<file path="src/rtl/mult_accumulator_if.sv">
// ============================================================================
// Module   : mult_accumulator_if
// Brief    : Command, operand-stream and result-stream bundle for mult_accumulator.
// Revision : 1.0  initial release
// ============================================================================
`default_nettype none

interface mult_accumulator_if #(
    parameter int CNT_W = 8,
    parameter int ACC_W = 24
);
    logic             start;
    logic [CNT_W-1:0] len;
    logic             in_valid;
    logic             in_ready;
    logic [7:0]       a;
    logic [7:0]       x;
    logic             out_valid;
    logic             out_ready;
    logic [ACC_W-1:0] acc_out;
    logic             overflow;
    logic             busy;

    modport master (
        output start, len, in_valid, a, x, out_ready,
        input  in_ready, out_valid, acc_out, overflow, busy
    );

    modport slave (
        input  start, len, in_valid, a, x, out_ready,
        output in_ready, out_valid, acc_out, overflow, busy
    );
endinterface

`default_nettype wire

</file>
<file path="src/rtl/mult_accumulator.sv">
// ============================================================================
// Module   : mult_accumulator
// Brief    : Burst multiply-accumulate: 8x8 unsigned products summed into ACC_W bits.
// Revision : 1.0  initial release
// ============================================================================
`default_nettype none

module mult_accumulator #(
    parameter int ACC_W = 24,
    parameter int CNT_W = 8
) (
    input  logic               clk,
    input  logic               rst,
    mult_accumulator_if.slave  s_if
);
    typedef enum logic [1:0] {
        S_IDLE  = 2'd0,
        S_ACC   = 2'd1,
        S_DRAIN = 2'd2,
        S_DONE  = 2'd3
    } state_t;

    state_t           state_q;
    logic [CNT_W-1:0] rem_q;
    logic [7:0]       a_q;
    logic [7:0]       x_q;
    logic             v_q;
    logic [ACC_W-1:0] acc_q;
    logic             ovf_q;
    logic             in_ready_q;
    logic             out_valid_q;
    logic             busy_q;

    logic             w_xfer;
    logic             w_handshake;
    logic [15:0]      w_pp [8];
    logic [15:0]      w_prod;
    logic [ACC_W:0]   acc_d;

    assign w_xfer      = s_if.in_valid & in_ready_q;
    assign w_handshake = out_valid_q & s_if.out_ready;

    // Shift-and-add array: one gated, shifted copy of a_q per multiplier bit.
    for (genvar gi = 0; gi < 8; gi++) begin : g_pp
        assign w_pp[gi] = {8'd0, a_q & {8{x_q[gi]}}} << gi;
    end

    always_comb begin
        w_prod = '0;
        for (int i = 0; i < 8; i++) begin
            w_prod = w_prod + w_pp[i];
        end
    end

    assign acc_d = {1'b0, acc_q} + (ACC_W+1)'(w_prod);

    always_ff @(posedge clk) begin
        if (rst) begin
            state_q     <= S_IDLE;
            rem_q       <= '0;
            a_q         <= '0;
            x_q         <= '0;
            v_q         <= 1'b0;
            acc_q       <= '0;
            ovf_q       <= 1'b0;
            in_ready_q  <= 1'b0;
            out_valid_q <= 1'b0;
            busy_q      <= 1'b0;
        end else begin
            v_q <= 1'b0;
            if (v_q) begin
                acc_q <= acc_d[ACC_W-1:0];
                if (acc_d[ACC_W]) begin
                    ovf_q <= 1'b1;
                end
            end

            case (state_q)
                S_IDLE: begin
                    if (s_if.start) begin
                        acc_q  <= '0;
                        ovf_q  <= 1'b0;
                        rem_q  <= s_if.len;
                        busy_q <= 1'b1;
                        if (s_if.len == '0) begin
                            state_q <= S_DONE;
                        end else begin
                            state_q    <= S_ACC;
                            in_ready_q <= 1'b1;
                        end
                    end
                end
                S_ACC: begin
                    if (w_xfer) begin
                        a_q   <= s_if.a;
                        x_q   <= s_if.x;
                        v_q   <= 1'b1;
                        rem_q <= rem_q - CNT_W'(1);
                        if (rem_q == CNT_W'(1)) begin
                            state_q    <= S_DRAIN;
                            in_ready_q <= 1'b0;
                        end
                    end
                end
                S_DRAIN: begin
                    state_q <= S_DONE;
                end
                S_DONE: begin
                    // out_valid rises one cycle after entry, once the sum has settled.
                    if (w_handshake) begin
                        state_q     <= S_IDLE;
                        out_valid_q <= 1'b0;
                        busy_q      <= 1'b0;
                    end else begin
                        out_valid_q <= 1'b1;
                    end
                end
                default: begin
                    state_q <= S_IDLE;
                end
            endcase
        end
    end

    assign s_if.in_ready  = in_ready_q;
    assign s_if.out_valid = out_valid_q;
    assign s_if.acc_out   = acc_q;
    assign s_if.overflow  = ovf_q;
    assign s_if.busy      = busy_q;

endmodule

`default_nettype wire

</file>
<file path="src/flat_wrapper.sv">
// flat-port wrapper written by rule: the top's interface ports become plain ports
module mult_accumulator_flat 
#(
    parameter int ACC_W = 24,
    parameter int CNT_W = 8
)
  (clk, rst, s_if_start, s_if_len, s_if_in_valid, s_if_a, s_if_x, s_if_out_ready, s_if_in_ready, s_if_out_valid, s_if_acc_out, s_if_overflow, s_if_busy);
  mult_accumulator_if #(.CNT_W(CNT_W), .ACC_W(ACC_W)) s_if_i ();
  input  logic clk;
  input  logic rst;
  input wire logic [$bits(s_if_i.start)-1:0] s_if_start;
  input wire logic [$bits(s_if_i.len)-1:0] s_if_len;
  input wire logic [$bits(s_if_i.in_valid)-1:0] s_if_in_valid;
  input wire logic [$bits(s_if_i.a)-1:0] s_if_a;
  input wire logic [$bits(s_if_i.x)-1:0] s_if_x;
  input wire logic [$bits(s_if_i.out_ready)-1:0] s_if_out_ready;
  output wire logic [$bits(s_if_i.in_ready)-1:0] s_if_in_ready;
  output wire logic [$bits(s_if_i.out_valid)-1:0] s_if_out_valid;
  output wire logic [$bits(s_if_i.acc_out)-1:0] s_if_acc_out;
  output wire logic [$bits(s_if_i.overflow)-1:0] s_if_overflow;
  output wire logic [$bits(s_if_i.busy)-1:0] s_if_busy;
  assign s_if_i.start = s_if_start;
  assign s_if_i.len = s_if_len;
  assign s_if_i.in_valid = s_if_in_valid;
  assign s_if_i.a = s_if_a;
  assign s_if_i.x = s_if_x;
  assign s_if_i.out_ready = s_if_out_ready;
  assign s_if_in_ready = s_if_i.in_ready;
  assign s_if_out_valid = s_if_i.out_valid;
  assign s_if_acc_out = s_if_i.acc_out;
  assign s_if_overflow = s_if_i.overflow;
  assign s_if_busy = s_if_i.busy;
  mult_accumulator #(.ACC_W(ACC_W), .CNT_W(CNT_W)) u_core (.clk(clk), .rst(rst), .s_if(s_if_i));
endmodule
</file>
<file path="config.mk">
export PLATFORM = sky130hd
export DESIGN_NAME = mult_accumulator_flat
export DESIGN_NICKNAME = d
export VERILOG_FILES = /design/src/rtl/mult_accumulator_if.sv /design/src/rtl/mult_accumulator.sv /design/src/flat_wrapper.sv
export SDC_FILE = /design/constraint.sdc
export NUM_CORES = 1
export LEC_CHECK = 0
export CAP_MARGIN = 10
export CORE_UTILIZATION = 29
export CTS_CLUSTER_DIAMETER = 60
export DETAILED_ROUTE_END_ITERATION = 8
export GPL_TIMING_DRIVEN = 0
export MAX_ROUTING_LAYER = met4
export PLACE_DENSITY = 0.47
export SYNTH_ARGS = -nofsm -noshare
export SYNTH_HDL_FRONTEND = slang
export SYNTH_SLANG_ARGS = --single-unit
</file>
<file path="constraint.sdc">
create_clock -name clk -period 9.3 [get_ports clk]
set_clock_uncertainty 0.2 [all_clocks]
set_input_delay 2.79 -clock clk [delete_from_list [all_inputs] [get_ports clk]]
set_output_delay 2.79 -clock clk [all_outputs]
set_load 0.05 [all_outputs]
</file>
# ---- Word level (Yosys, flattened, before mapping)
# Index checks and enable logic that the tools add are counted.
dict set report op_classes {
  eq_ne 9
  n_addsub 9
  n_reduce_logical 10
  n_bitwise 11
  mux 26
}
# cell n
set ops {}
lappend ops {{24-bit 2-to-1 mux} 3}
lappend ops {{8-bit bitwise AND} 8}
lappend ops {{24-bit by 16-bit adder with 25-bit output} 1}
lappend ops {{16-bit by 10-bit adder with 16-bit output} 1}
lappend ops {{16-bit by 11-bit adder with 16-bit output} 1}
lappend ops {{16-bit by 12-bit adder with 16-bit output} 1}
lappend ops {{16-bit by 13-bit adder with 16-bit output} 1}
lappend ops {{16-bit by 14-bit adder with 16-bit output} 1}
lappend ops {{16-bit by 15-bit adder with 16-bit output} 1}
lappend ops {{8-bit 2-to-1 mux} 2}
lappend ops {{8-bit one-hot mux with 2 select lines} 1}
lappend ops {{1-bit 2-to-1 mux} 12}
lappend ops {{8-bit by 9-bit adder with 10-bit output} 1}
lappend ops {{2-bit 2-to-1 mux} 5}
lappend ops {{8-bit by 1-bit == test with 1-bit output, second input constant} 1}
lappend ops {{8-bit zero test} 1}
lappend ops {{2-bit one-hot mux with 4 select lines} 1}
lappend ops {{8-bit by 1-bit subtractor with 8-bit output, second input constant} 1}
lappend ops {{2-bit by 1-bit != test with 1-bit output, second input constant} 3}
lappend ops {{3-bit AND reduction} 2}
lappend ops {{5-bit AND reduction} 1}
lappend ops {{2-bit == test, second input constant} 2}
lappend ops {{2-bit != test, second input constant} 2}
lappend ops {{1-bit one-hot mux with 2 select lines} 2}
lappend ops {{other kinds (8)} 10}
dict set report word_totals {
  register_bits 55
  output_inout_bits 28
  wordCells 75
  input_bits 29
}

# ---- Longest topological paths before layout
dict set report logic_depth {
  ltp_word 13
  depth_mapped 34
  ltp_nobuf 33
}

# ---- Least setup slack after synthesis
# Ideal clock, no wire load.
dict set report synth_timing {
  kind {flip-flop to flip-flop}
  start {reg u_core.a_q[1]}
  end {reg u_core.acc_q[23], in the netlist u_core.s_if.acc_out[23]}
  synth_period_minus_slack_ns 7.159
  setup_time_ns 0.071
  required_ns 9.029
  arrival_time_ns 6.889
  path_stages_with_launch 33
  setup_slack_ns 2.141
  path_buffers 1
  path_cell_list {dfxtp_1 > and2_1 > ha_1 > inv_1 > fa_1 > nor2b_1 > o21ai_0 > a21boi_0 > o21ai_0 > nand2b_1 > xor2_1 > fa_1 > inv_1 > fa_1 > inv_1 > fa_1 > fa_1 > ha_1 > a21o_1 > a21oi_2 > o21ai_1 > or4_1 > a41o_1 > a21oi_2 > xnor2_1 > ha_1 > clkbuf_1 > nand2_1 > o21ai_0 > a31oi_1 > o21a_1 > or3_1 > a21oi_1}
}
dict set report synth_between {
  elab_chain_len 12
  elab_cells_between_ends 19
  cone_classes {add/sub (8); mux (3); bitwise (8)}
}
# item line
set synth_lines {}
lappend synth_lines {{start, declared} mult_accumulator.sv:25} ;# logic [7:0] a_q;
lappend synth_lines {{start signal, assigned} mult_accumulator.sv:95} ;# a_q <= s_if.a;
lappend synth_lines {{8-bit bitwise AND} mult_accumulator.sv:45} ;# assign w_pp[gi] = {8'd0, a_q & {8{x_q[gi]}}} << gi;
lappend synth_lines {{8-bit by 9-bit adder with 10-bit output} mult_accumulator.sv:51} ;# w_prod = w_prod + w_pp[i];
lappend synth_lines {{16-bit by 10-bit adder with 16-bit output} mult_accumulator.sv:51}
lappend synth_lines {{16-bit by 11-bit adder with 16-bit output} mult_accumulator.sv:51}
lappend synth_lines {{16-bit by 12-bit adder with 16-bit output} mult_accumulator.sv:51}
lappend synth_lines {{16-bit by 13-bit adder with 16-bit output} mult_accumulator.sv:51}
lappend synth_lines {{16-bit by 14-bit adder with 16-bit output} mult_accumulator.sv:51}
lappend synth_lines {{16-bit by 15-bit adder with 16-bit output (*)} mult_accumulator.sv:51}
lappend synth_lines {{24-bit by 16-bit adder with 25-bit output (*)} mult_accumulator.sv:55} ;# assign acc_d = {1'b0, acc_q} + (ACC_W+1)'(w_prod);
lappend synth_lines {{24-bit 2-to-1 mux (*)} mult_accumulator.sv:71} ;# if (v_q) begin
lappend synth_lines {{24-bit 2-to-1 mux} mult_accumulator.sv:80} ;# if (s_if.start) begin
lappend synth_lines {{24-bit 2-to-1 mux (*)} mult_accumulator.sv:78} ;# case (state_q)
lappend synth_lines {{end signal, assigned} mult_accumulator.sv:72} ;# acc_q <= acc_d[ACC_W-1:0];
lappend synth_lines {{end, declared} mult_accumulator.sv:28} ;# logic [ACC_W-1:0] acc_q;
# Every way passes the cells marked *; elsewhere a longest branch is shown, timed or not.
# A chain may end at the register's enable or synchronous reset.

# ---- Final worst setup path
dict set report layout_timing {
  start {reg u_core.a_q[1]}
  end {reg u_core.acc_q[20], in the netlist u_core.s_if.acc_out[20]}
}
# The elaborated chain is that of the path after synthesis.

==> impl_metrics.py <==
metrics = {
    "outcome": {
        "status": "completed",
    },
    "synthesis": {
        "ys_ff_latch": 55,
        "async_flop_share_pct": 0,
        "synth_simple_gate_area_share_pct": 21.1,
        "yosys.cell_types.count": 51,
        "netlist_area_sq_mm": 0.00519,
        "avgSynthCellArea_sq_um": 8.02,
        "synth-compound-area-share_pct": 16.1,
        "syn_inst": 647,
        "synth_top_family_by_area": "adder cells",
        "synthTopCellsByArea": "dfxtp_1 21%, ha_1 14%, fa_1 14%",
        "synth_top_cell_area_share_pct": 21.2,
        "ys.flop_type": "dfxtp_1",
        "yosysSeqAreaShare_pct": 21.2,
        "ys.warnings.count": 0,
        "synth_edf_count": 0,
        "synth_nets": 769,
        "synth_top_cell_by_area": "dfxtp_1",
        "synth_fa_ha_area_share_pct": 27.5,
        "synth_mux_area_share_pct": 1.74,
        "synth_xor_area_share_pct": 5.07,
    },
    "floorplanning": {
        "start_util_pct": 29.9,
        "die_w_microns": 136,
        "io_pins": 57,
        "dieArea_sq_mm": 0.0184,
        "core_area_sq_mm": 0.0174,
        "die_h_microns": 136,
        "fp-row-count": 48,
    },
    "clock_tree": {
        "cts_max_level": 2,
        "cts_buffers": 5,
        "hold_buffers": 0,
        "cts_setup_buffers": 0,
        "cts_resized": 0,
        "cts-root-buf": "clkbuf_16",
        "clock-sinks": 55,
        "clkLatencyLatePin_ns": 0.31,
        "clk_pin_slew_worst_paths_ns": 0.08,
        "cts_buffer_depth": 2,
        "tritoncts": "done",
    },
    "timing": {
        "min_period_over_period_pct": 84.2,
        "tightestPinTransition_ns": 0.855,
        "final-setup-viol-count": 0,
        "period_needed_ns": 7.83,
        "hold_ws_ns": 0.290,
        "hold_viol": 0,
        "fmax_mhz": 128,
        "relSlewSlack_pct": 43.0,
        "maxSlewViolCount": 0,
        "finalSetupTns_ns": 0,
        "rsz0062_at_grt": "no",
        "layout_setup_ws_ns": 1.47,
    },
    "grt": {
        "groute.usage.overall_pct": 14.8,
        "grt_pass1_wl_microns": 20800,
        "grt_overflow": 0,
        "grt_pass1_vias": 4283,
        "grt_max_degree": 17,
        "antenna_found_initial": 0,
    },
    "routing": {
        "first_iter_violations": 211,
        "ant_nets": 0,
        "vias": 4554,
        "wl_per_cell_microns": 13.5,
        "first_pass_iters": 5,
        "vias_per_cell": 4.87,
        "post-route-drc-count": 0,
        "finalWirelength_microns": 12600,
    },
    "final_layout": {
        "drive_gt1_share_pct": 2.96,
        "syn_to_final_growth_pct": 19.7,
        "final_nets": 831,
        "num_antenna_cells": 0,
    },
    "critical_path": {
        "crit_family": "adder cells",
        "critPathMaxStageDelay_ns": 0.54,
        "path_max_fanout": 9,
        "crit_path_frequent_cell": "fa_1",
        "startpoint_type": "flip-flop",
        "worst_ep_arrival_time_ns": 7.81,
        "cp_slowest_cell": "fa_1",
        "r2r_slack_ns": 1.47,
        "crit_required_ns": 9.28,
        "crit_buf_inv": 4,
        "cp-end-kind": "flip-flop",
        "critPathKind": "flip-flop to flip-flop",
    },
    "job": {
        "cap_violations": 0,
    },
    "placed_design": {
        "post-place-ws_ns": 1.47,
        "post-dp-hpwl_microns": 10000,
        "io_buffers": 55,
        "gp_congestion": 0.867,
    },
    "worst_hold_path": {
        "hold_path_class": "flip-flop to flip-flop",
    },
    "power_and_ir_drop": {
        "p_leak_nw": 2.73,
        "p_per_area_mw_per_mm2": 128,
        "peakVddDrop_uv": 84.3,
    },
}
cells by family (layout without fill, tap and decap cells):
| group | after synthesis | count (layout) |
|---|---|---|
| adders and majority gates | 93 | 93 |
| AOI/OAI and AO/OA | 133 | 133 |
| buffers and inverters | 98 | 161 |
| xor gates and xnor gates | 30 | 30 |
| DFF | 55 | 55 |
| and+or+nand+nor | 229 | 229 |
| muxes | 9 | 9 |
synthesized netlist by cell type (all sizes together) (7+ instances only):
cell type	number
nand3b	7
nand2	91
a21o	7
ha	58
a211oi	11
xor2	13
nor3	8
o21ai	28
dfxtp	55
mux2i	9
and2	33
nand3	9
nor2	45
fa	35
clkbuf	23
inv	68
buf	7
a21oi	50
nor2b	7
xnor2	17
per-layer routing:
| layer | track usage, % | up-vias | wire length (microns) |
|---|---|---|---|
| li1 | - | 2287 | - |
| met4 | 4.56 | 0 | 208 |
| met5 | - | - | 0 |
| met3 | 2.28 | 14 | 462 |
| met2 | 24.1 | 77 | 6110 |
| met1 | 18.8 | 2176 | 5840 |
stage by stage:
stage | power [mW] | area (sq um) | utilization (%) | std cells
after global routing | 0.845 | 6210 | 35.8 | 935
after detailed placement | 0.550 | 6020 | 34.7 | 927
after global placement | 0.545 | 6020 | 34.7 | 927
after CTS | 0.803 | 6210 | 35.8 | 935
after floorplan | 0.470 | 5190 | - | 647
final | 0.793 | 6210 | 35.8 | 935
registers in the layout, indices dropped and copies added (netlist names):
name / count
u_core.a_q: 8
u_core.s_if.busy: 1
u_core.x_q: 8
u_core.s_if.out_valid: 1
u_core.state_q: 2
u_core.rem_q: 8
u_core.v_q: 1
u_core.s_if.overflow: 1
u_core.s_if.acc_out: 24
u_core.s_if.in_ready: 1
tightest hold or removal path: cells and delay by family (launching register included):
| kind | cells | cell delay, ns |
|---|---|---|
| AOI/OAI and AO/OA | 1 | 0.04 |
| DFF | 1 | 0.33 |
| and+or+nand+nor | 1 | 0.08 |
cell type report:
class / instances / area (sq um)
fillers: 1824 / 11100
multi-input cells: 494 / 3710
flip-flops and latches: 55 / 1100
repair buffers: 55 / 551
well taps: 225 / 282
inverters: 68 / 255
clock buffers: 6 / 129
plain buffers: 30 / 120
clock inverters: 2 / 60.1
report_power, final:
group | switching, mW | internal, mW
logic | 0.161 | 0.0955
clock network | 0.0927 | 0.155
registers | 0.0257 | 0.263
total | 0.279 | 0.514
placed cells by master (no fill, tap or decap), types with 4 or more instances in the layout:
cell / Yosys / routed
dfxtp_1: 55 / 55
o21a_1: 5 / 5
a21o_1: 7 / 7
a21oi_1: 47 / 47
ha_1: 58 / 58
clkdlybuf4s50_1: 0 / 55
nor2b_1: 7 / 7
inv_1: 68 / 68
o21ai_0: 27 / 27
nand3_1: 9 / 9
fa_1: 35 / 35
buf_2: 6 / 6
a31oi_1: 5 / 5
a211oi_1: 11 / 11
nand2b_1: 5 / 5
xor2_1: 13 / 13
nand3b_1: 7 / 7
nand2_1: 91 / 91
a22oi_1: 4 / 4
xnor2_1: 17 / 17
or3_1: 5 / 5
nor2_1: 45 / 45
clkbuf_1: 23 / 24
clkbuf_16: 0 / 5
nor3_1: 8 / 8
and2_1: 33 / 33
and3_1: 5 / 5
mux2i_1: 9 / 9
worst paths after layout:
kind / from / endpoint / cells after the start
setup / recovery: u_core.a_q[1] / u_core.s_if.acc_out[20] / 32
hold / removal: u_core.s_if.overflow / u_core.s_if.overflow / 2
setup reg to reg: u_core.a_q[1] / u_core.s_if.acc_out[20] / 32
hold reg to reg: u_core.s_if.overflow / u_core.s_if.overflow / 2
Power figures use the tool's default switching activity.
